### src/rtl/conv_pkg.sv
// Shared types and helpers for the convolution window sequencer.
// Optional output ReLU is enabled by defining CONV_SEQ_RELU_EN.
package conv_pkg;

    localparam int PSUM_W = 32;

    typedef logic signed [1:0] tern_t;
    typedef logic signed [PSUM_W-1:0] psum_t;

    typedef enum logic [2:0] {
        IDLE,
        FETCH,
        DRAIN,
        OUT,
        DONE
    } seq_state_t;

    // Counter/address widths never collapse to zero bits (e.g. K=1).
    function automatic int clog2_min1(input int n);
        return (n > 1) ? $clog2(n) : 1;
    endfunction

endpackage

### src/rtl/conv_addr_gen.sv
// Window/tap counters for the sequencer.
// Produces row-major IFM and weight addresses for the current tap.
module conv_addr_gen #(
    parameter int IMG_W = 8,
    parameter int IMG_H = 8,
    parameter int K     = 3,
    parameter int AW    = conv_pkg::clog2_min1(IMG_W * IMG_H),
    parameter int WW    = conv_pkg::clog2_min1(K * K),
    parameter int RW    = conv_pkg::clog2_min1(IMG_H),
    parameter int CW    = conv_pkg::clog2_min1(IMG_W)
) (
    input  logic          clk,
    input  logic          rst_n,
    input  logic          clr,
    input  logic          step,
    input  logic          next_pixel,
    output logic          last_tap,
    output logic          last_pixel,
    output logic [AW-1:0] ifm_addr,
    output logic [WW-1:0] wgt_addr,
    output logic [RW-1:0] orow,
    output logic [CW-1:0] ocol
);
    import conv_pkg::*;

    localparam int KW = clog2_min1(K);
    localparam int OH = IMG_H - K + 1;
    localparam int OW = IMG_W - K + 1;

    logic [KW-1:0] kr;
    logic [KW-1:0] kc;

    assign last_tap   = (kr == KW'(K - 1)) && (kc == KW'(K - 1));
    assign last_pixel = (orow == RW'(OH - 1)) && (ocol == CW'(OW - 1));

    always_ff @(posedge clk or negedge rst_n) begin
        if (!rst_n) begin
            kr   <= '0;
            kc   <= '0;
            orow <= '0;
            ocol <= '0;
        end else if (clr) begin
            kr   <= '0;
            kc   <= '0;
            orow <= '0;
            ocol <= '0;
        end else begin
            // Tap walk wraps to (0,0) after the last tap, ready for the next pixel.
            if (step) begin
                if (kc == KW'(K - 1)) begin
                    kc <= '0;
                    kr <= (kr == KW'(K - 1)) ? '0 : kr + KW'(1);
                end else begin
                    kc <= kc + KW'(1);
                end
            end
            if (next_pixel) begin
                if (ocol == CW'(OW - 1)) begin
                    ocol <= '0;
                    orow <= (orow == RW'(OH - 1)) ? '0 : orow + RW'(1);
                end else begin
                    ocol <= ocol + CW'(1);
                end
            end
        end
    end

    assign ifm_addr = AW'((int'(orow) + int'(kr)) * IMG_W
                          + int'(ocol) + int'(kc));
    assign wgt_addr = WW'(int'(kr) * K + int'(kc));

endmodule

### src/rtl/conv_window_sequencer.sv
// Walks a KxK window per output pixel, feeds the external PE, streams results.
// Define CONV_SEQ_RELU_EN to clamp negative results to zero on out_data.
module conv_window_sequencer #(
    parameter int IMG_W  = 8,
    parameter int IMG_H  = 8,
    parameter int K      = 3,
    parameter int PSUM_W = conv_pkg::PSUM_W
) (
    input  logic                    clk,
    input  logic                    rst_n,
    input  logic                    start,
    output logic                    busy,
    output logic                    done,
    output logic                    ifm_rd_en,
    output logic [conv_pkg::clog2_min1(IMG_W*IMG_H)-1:0] ifm_addr,
    input  logic signed [1:0]       ifm_rdata,
    output logic [conv_pkg::clog2_min1(K*K)-1:0] wgt_addr,
    input  logic signed [1:0]       wgt_rdata,
    output logic signed [PSUM_W-1:0] pe_inpsum,
    output logic signed [1:0]       pe_weight,
    output logic signed [1:0]       pe_infmap,
    input  logic signed [PSUM_W-1:0] pe_outpsum,
    output logic                    out_valid,
    input  logic                    out_ready,
    output logic signed [PSUM_W-1:0] out_data,
    output logic [conv_pkg::clog2_min1(IMG_H)-1:0] out_row,
    output logic [conv_pkg::clog2_min1(IMG_W)-1:0] out_col
);
    import conv_pkg::*;

    localparam int AW = clog2_min1(IMG_W * IMG_H);
    localparam int WW = clog2_min1(K * K);
    localparam int RW = clog2_min1(IMG_H);
    localparam int CW = clog2_min1(IMG_W);

    seq_state_t state;

    logic signed [PSUM_W-1:0] acc;
    logic signed [PSUM_W-1:0] res;
    logic land;
    logic clr;
    logic step;
    logic next_pixel;
    logic last_tap;
    logic last_pixel;

    assign clr        = (state == IDLE) && start;
    assign step       = (state == FETCH);
    assign next_pixel = (state == OUT) && out_ready;

    conv_addr_gen #(
        .IMG_W(IMG_W),
        .IMG_H(IMG_H),
        .K    (K),
        .AW   (AW),
        .WW   (WW),
        .RW   (RW),
        .CW   (CW)
    ) u_addr (
        .clk       (clk),
        .rst_n     (rst_n),
        .clr       (clr),
        .step      (step),
        .next_pixel(next_pixel),
        .last_tap  (last_tap),
        .last_pixel(last_pixel),
        .ifm_addr  (ifm_addr),
        .wgt_addr  (wgt_addr),
        .orow      (out_row),
        .ocol      (out_col)
    );

    // Buffer data is only meaningful in the cycle after a read strobe.
    assign pe_weight = land ? wgt_rdata : '0;
    assign pe_infmap = land ? ifm_rdata : '0;
    assign pe_inpsum = acc;

    always_ff @(posedge clk or negedge rst_n) begin
        if (!rst_n) begin
            state     <= IDLE;
            busy      <= 1'b0;
            done      <= 1'b0;
            ifm_rd_en <= 1'b0;
            out_valid <= 1'b0;
            land      <= 1'b0;
            acc       <= '0;
        end else begin
            land <= (state == FETCH);
            done <= 1'b0;
            unique case (state)
                IDLE: begin
                    if (start) begin
                        state     <= FETCH;
                        busy      <= 1'b1;
                        ifm_rd_en <= 1'b1;
                        acc       <= '0;
                    end
                end
                FETCH: begin
                    if (last_tap) begin
                        state     <= DRAIN;
                        ifm_rd_en <= 1'b0;
                    end
                end
                DRAIN: begin
                    state     <= OUT;
                    out_valid <= 1'b1;
                end
                OUT: begin
                    if (out_ready) begin
                        out_valid <= 1'b0;
                        acc       <= '0;
                        if (last_pixel) begin
                            state <= DONE;
                            done  <= 1'b1;
                            busy  <= 1'b0;
                        end else begin
                            state     <= FETCH;
                            ifm_rd_en <= 1'b1;
                        end
                    end
                end
                DONE: begin
                    state <= IDLE;
                end
                default: begin
                    state <= IDLE;
                end
            endcase
            if (land) begin
                acc <= pe_outpsum;
            end
        end
    end

    always_comb begin
        res = acc;
`ifdef CONV_SEQ_RELU_EN
        if (acc[PSUM_W-1]) begin
            res = '0;
        end
`endif
        out_data = out_valid ? res : '0;
    end

endmodule

### config.mk
export PLATFORM = sky130hd
export DESIGN_NAME = conv_window_sequencer
export DESIGN_NICKNAME = d
export VERILOG_FILES = /design/src/rtl/conv_pkg.sv /design/src/rtl/conv_addr_gen.sv /design/src/rtl/conv_window_sequencer.sv
export SDC_FILE = /design/constraint.sdc
export NUM_CORES = 1
export LEC_CHECK = 0
export CAP_MARGIN = 20
export CORE_AREA = 2 2 90 92
export CTS_CLUSTER_SIZE = 40
export DETAILED_ROUTE_END_ITERATION = 7
export DIE_AREA = 0 0 92 94
export MAX_ROUTING_LAYER = met4
export PLACE_DENSITY = 0.82
export SLEW_MARGIN = 15
export SYNTH_ARGS = -nofsm -noshare
export SYNTH_HDL_FRONTEND = slang
export SYNTH_SLANG_ARGS = --single-unit
### constraint.sdc
create_clock -name clk -period 2.1 [get_ports clk]
set_input_delay 0.42 -clock clk [delete_from_list [all_inputs] [get_ports clk]]
set_output_delay 0.42 -clock clk [all_outputs]
set_load 0.005 [all_outputs]
==> results of run 1 <==
==> timing repair <==
action,4_1_cts,5_1_grt
pin swaps,5,3
resized for setup,43,5
endpoints found under the setup margin,8,33
cloned,0,0
buffers inserted,4,3
hold endpoints to repair,0,0
==> through the flow <==
step | instance area, um2 | total power, uW | setup WS, ps
floorplan | 2850 | 2790 | -26.1
global placement | 4330 | 4580 | -450
detailed placement | 4330 | 4680 | -479
CTS | 4470 | 5310 | -396
global route | 4510 | 5750 | -497
finish | 4510 | 5320 | -382
==> worst max-delay path, delay by kind of cell (launching register included) <==
kind / cells / cell delay (ps)
flops: 1 / 370
fa+ha+maj: 3 / 1100
buf+inv: 5 / 300
==> registers in the layout, summed over array words and instances, names as in the netlist, 2 cells and up <==
register	count
u_addr.kc	2
u_addr.orow	3
u_addr.kr	2
pe_inpsum	32
state	3
u_addr.ocol	3
==> cell usage after synthesis, types with 5 or more instances <==
library cell	number	area share
xnor2_1	5	0.015
and2_1	36	0.079
nand2_1	43	0.057
inv_1	15	0.020
o21ai_0	29	0.051
ha_1	8	0.035
nor2_1	7	0.0092
nand2b_1	33	0.072
clkbuf_1	10	0.013
dfrtp_1	50	0.44
o21ai_2	10	0.031
buf_6	5	0.020
==> layout make-up <==
type	instances	area share
repair buffers	156	0.332
clock inverters	2	0.00277
multi-input cells	215	0.327
flip-flops and latches	50	0.278
clock buffers	6	0.0183
inverters	16	0.0133
well taps	102	0.0283
==> routing by layer <==
metal,part of all wire,vias up,GRT usage
met5,0,-,-
met4,0.012,0,0.0473
met3,0.065,8,0.0385
met2,0.49,99,0.322
met1,0.43,1219,0.213
li1,-,1268,-
==> power breakdown <==
part	switching, uW	total, uW	internal [uW]
logic	1150	3130	1970
clock network	313	578	265
registers	316	1620	1300
==> cell families (layout without fill, tap and decap cells) <==
kind of cell / count (synthesis) / after routing / share of synthesized area
xor gates and xnor gates: 5 / 5 / 0.0154
and+or+nand+nor: 141 / 141 / 0.286
DFF: 50 / 50 / 0.439
AOI/OAI and AO/OA: 54 / 54 / 0.126
buffers and inverters: 34 / 180 / 0.0593
adders and majority gates: 12 / 12 / 0.0632
muxes: 3 / 3 / 0.0105
==> worst max path at each step <==
stage	from	endpoint	slack, ps	cells past startpoint
5_1_grt	u_addr.kr[1]$_DFFE_PN0P_	wgt_addr[2]	-500	8
3_3_place_gp	u_addr.kr[0]$_DFFE_PN0P_	wgt_addr[2]	-450	8
2_1_floorplan	u_addr.kc[1]$_DFFE_PN0P_	wgt_addr[2]	-30	7
3_5_place_dp	u_addr.kr[0]$_DFFE_PN0P_	wgt_addr[2]	-480	8
4_1_cts	u_addr.kr[1]$_DFFE_PN0P_	wgt_addr[2]	-400	8
6_report	u_addr.kr[1]$_DFFE_PN0P_	wgt_addr[2]	-380	8
==> results_dict.tcl, run 1 <==
set metrics [dict create \
    fmax_mhz 403 \
    stdcell_count 547 \
    rrSetupSlack_ps 340 \
    async_reset_ff_frac 1.00 \
    relSlewSlack 0.753 \
    ir_drop_uv 595 \
    grtUsageTotal 0.182 \
    die_h_um 94 \
    clkSinkCount 50 \
    clock_latency_ps 300 \
    grt_pass1_wl_um 12200 \
    crit_type "reg2out" \
    violations "setup timing" \
    cts_tree "built" \
    worst-endpoint-required_ps 1680 \
    drv_cap 0 \
    drt-wirelength-per-cell_um 13.6 \
    fin_ws_ps -382 \
    hold_path_class "in2async" \
    layout_commonest_cell "clkdlybuf4s50_1" \
    synth.distinct_cells 42 \
    ff_latch_area_um2 1250 \
    p_leak_uw 0.00197 \
    grt_max_degree 34 \
    gp_congestion 0.815 \
    die-area_um2 8650 \
    cts_inserted_buffers 5 \
    place.detailed.instances 532 \
    drt_iter0_markers 101 \
    io_buffers 127 \
    yosys_warnings 0 \
    wl_um 7450 \
    reg2reg_to "ifm_rd_en$_DFFE_PN0P_" \
    syn_to_final_growth_pct 58.3 \
    tightest_slew_ps 371 \
    multi_input_area_um2 1480 \
    ioPinCount 128 \
    vias 2594 \
    min_period_over_period 1.18 \
    rsz0062_at_grt "true" \
    p_per_area_nw_per_um2 1180 \
    holdBufCountCts 0 \
    synth.cell_area_um2 2850 \
    slew_violations 0 \
    fin_skew_ps 8.48 \
    first_pass_iters 4 \
    via_per_inst 4.74 \
    initial_utilization 0.375 \
    cp_common_cell "inv_2" \
    synth.avg_cell_area_um2 9.53 \
    core-area_um2 7610 \
    die_w_um 92 \
    setup_tns_ps -1210 \
    drc 0 \
    antennaDiodeCount 0 \
    hpwl_um 5660 \
    clockBufferDepth 2 \
    clk_pin_slew_ps 90 \
    synth_seq_cells 50 \
    layout_common_cells "clkdlybuf4s50_1 (117), dfrtp_1 (48), nand2_1 (43), and2_1 (36), nand2b_1 (33)" \
    ant_nets 0 \
    antenna_found_initial 0 \
    final_nets 496 \
    crit_path_start_kind "flop" \
    synthCells 299 \
    fill_cells 665 \
    drive_gt1_frac 0.175 \
    rows 32 \
    cts.htree.levels 2 \
    final_util 0.593 \
    ys.flop_type "dfrtp_1" \
    cp_max_fo 2 \
    status "complete, but fails checks" \
    reg2regPathDepth 7 \
    finalHoldViolCount 0 \
    cp_slowest_stage_delay_ps 550 \
    cpMaxStageDelayCell "fa_1" \
    synth_nets 351 \
    grt_overflow 0 \
    synth.yosys.seq_area_share 0.439 \
    timing.hold.ws_ps 24.9 \
    grt_pass1_vias 2521 \
    arrival_ps 2060 \
    min_period_ps 2480 \
    synth_edf_count 0 \
    endpoint_kind "output pin" \
    crit_chain "inv_2, fa_1, inv_2, ha_4, inv_2, fa_1, inv_1, buf_2" \
    r2r-start "u_addr.kr[0]$_DFFE_PN0P_" \
    setup_violations 4 \
    root_buffer "clkbuf_8" \
]
No activity file was read; power rests on OpenSTA's default activity.
==> inputs of run 2 (changes only) <==
REMOVE_ABC_BUFFERS = 1   (was default)
==> results_dict.tcl, run 2 (same netlist as run 1, synthesis figures left out) <==
set metrics [dict create \
    status "complete, but fails checks" \
    violations "setup timing" \
    vias 2617 \
    final_nets 497 \
    arrival_ps 2100 \
    p_leak_uw 0.00196 \
    cts_tree "built" \
    grt_max_degree 31 \
    die-area_um2 8650 \
    slew_violations 0 \
    io_buffers 127 \
    finalHoldViolCount 0 \
    root_buffer "clkbuf_8" \
    tightest_slew_ps 382 \
    crit_path_start_kind "flop" \
    drt-wirelength-per-cell_um 13.8 \
    worst-endpoint-required_ps 1680 \
    fmax_mhz 397 \
    cts.htree.levels 2 \
    largest_reg_flops 32 \
    ant_nets 0 \
    pwr-share-seq 0.300 \
    cts_inserted_buffers 5 \
    power.internal_uw 3550 \
    via_per_inst 4.78 \
    fill_cells 651 \
    antennaDiodeCount 0 \
    grtUsageTotal 0.184 \
    clkSinkCount 50 \
    power_frac_comb 0.591 \
    wl_um 7560 \
    total_power_uw 5370 \
    endpoint_kind "output pin" \
    rows 32 \
    gp_congestion 0.821 \
    grt_pass1_vias 2592 \
    layout_commonest_cell "clkdlybuf4s50_1" \
    stdcell_area_um2 4520 \
    p_per_area_nw_per_um2 1190 \
    antenna_found_initial 0 \
    setup_violations 5 \
    initial_utilization 0.375 \
    die_h_um 94 \
    cp_max_fo 2 \
    drv_cap 0 \
    drive_gt1_frac 0.184 \
    dp_slack_ps -527 \
    p_sw_frac 0.337 \
    cp_slowest_stage_delay_ps 520 \
    cpMaxStageDelayCell "fa_2" \
    fin_skew_ps 8.58 \
    rsz0062_at_grt "true" \
    grt_overflow 0 \
    first_pass_iters 4 \
    clock_latency_ps 300 \
    fin_ws_ps -420 \
    timing.hold.ws_ps 522 \
    clk_pin_slew_ps 100 \
    crit_type "reg2out" \
    relSlewSlack 0.742 \
    p_sw_uw 1810 \
    layout_common_cells "clkdlybuf4s50_1 (117), dfrtp_1 (48), nand2_1 (43), and2_1 (36), nand2b_1 (33)" \
    ioPinCount 128 \
    placed_area_um2 4330 \
    core-area_um2 7610 \
    min_period_ps 2520 \
    pwr-share-clk 0.109 \
    drc 0 \
    hold_path_class "in2async" \
    cp_common_cell "inv_2" \
    syn_to_final_growth_pct 58.6 \
    die_w_um 92 \
    min_period_over_period 1.20 \
    hpwl_um 5680 \
    clockBufferDepth 2 \
    crit_chain "inv_2, fa_1, inv_2, ha_4, inv_2, fa_2, inv_1, buf_2" \
    drt_iter0_markers 54 \
    ir_drop_uv 789 \
    grt_pass1_wl_um 12600 \
]
-- run 2: critical path: cells and delay by family (launching register included) --
kind / cells / cell delay, ps
adders and majority gates: 3 / 1060
DFF: 1 / 410
buffers and inverters: 5 / 340
-- run 2: through the flow --
stage	util	setup TNS [ps]	std cells
after global routing	0.594	-1660	548
after floorplan	-	-88.4	281
final	0.594	-1240	548
after global placement	0.569	-1530	534
after CTS	0.588	-1460	546
after detailed placement	0.569	-1940	534
-- run 2: final timing paths --
path                                              endpoint                     start  cells past startpoint  slack (ps)
worst min-delay path            u_addr.orow[2]$_DFFE_PN0P_                     rst_n                      2         520
max in group asynchronous        pe_inpsum[10]$_DFFE_PN0P_                     rst_n                      3        1000
worst max register to register       ifm_rd_en$_DFFE_PN0P_  u_addr.kr[0]$_DFFE_PN0P_                      6         420
min in group clk                          busy$_DFFE_PN0P_          busy$_DFFE_PN0P_                      2         520
worst min register to register            busy$_DFFE_PN0P_          busy$_DFFE_PN0P_                      2         520
worst max-delay path                           wgt_addr[2]  u_addr.kc[1]$_DFFE_PN0P_                      8        -420
-- run 2: layer usage --
layer,vias to the layer above,track usage,part of all wire
met4,0,0.0261,0.0020
li1,1275,-,-
met1,1241,0.226,0.43
met3,3,0.0329,0.054
met5,-,-,0
met2,98,0.327,0.51
-- run 2: cell type report --
cell class,instances,area [um2],share of cell area
Tap cell,102,128,0.0282
Multi-Input combinational cell,215,1490,0.330
Clock inverter,2,12.5,0.00277
Inverter,16,60.1,0.0133
Clock buffer,6,82.6,0.0183
Sequential cell,50,1260,0.278
Timing Repair Buffer,157,1490,0.330
-- run 2: power groups by stage --
stage | logic, uW | clock network (uW) | registers [uW]
5_1_grt | 3470 | 648 | 1670
4_1_cts | 3110 | 610 | 1610
3_3_place_gp | 3010 | 0 | 1610
2_1_floorplan | 990 | 0 | 1700
3_5_place_dp | 3070 | 0 | 1620
6_report | 3170 | 583 | 1610
-- run 2: repair_timing --
item / CTS / global route
buffers inserted: 4 / 2
pin swaps: 9 / 9
endpoints found under the hold margin: 7 / 0
gates resized for setup: 51 / 9
hold buffers: 1 / 0
endpoints found under the setup margin: 8 / 9
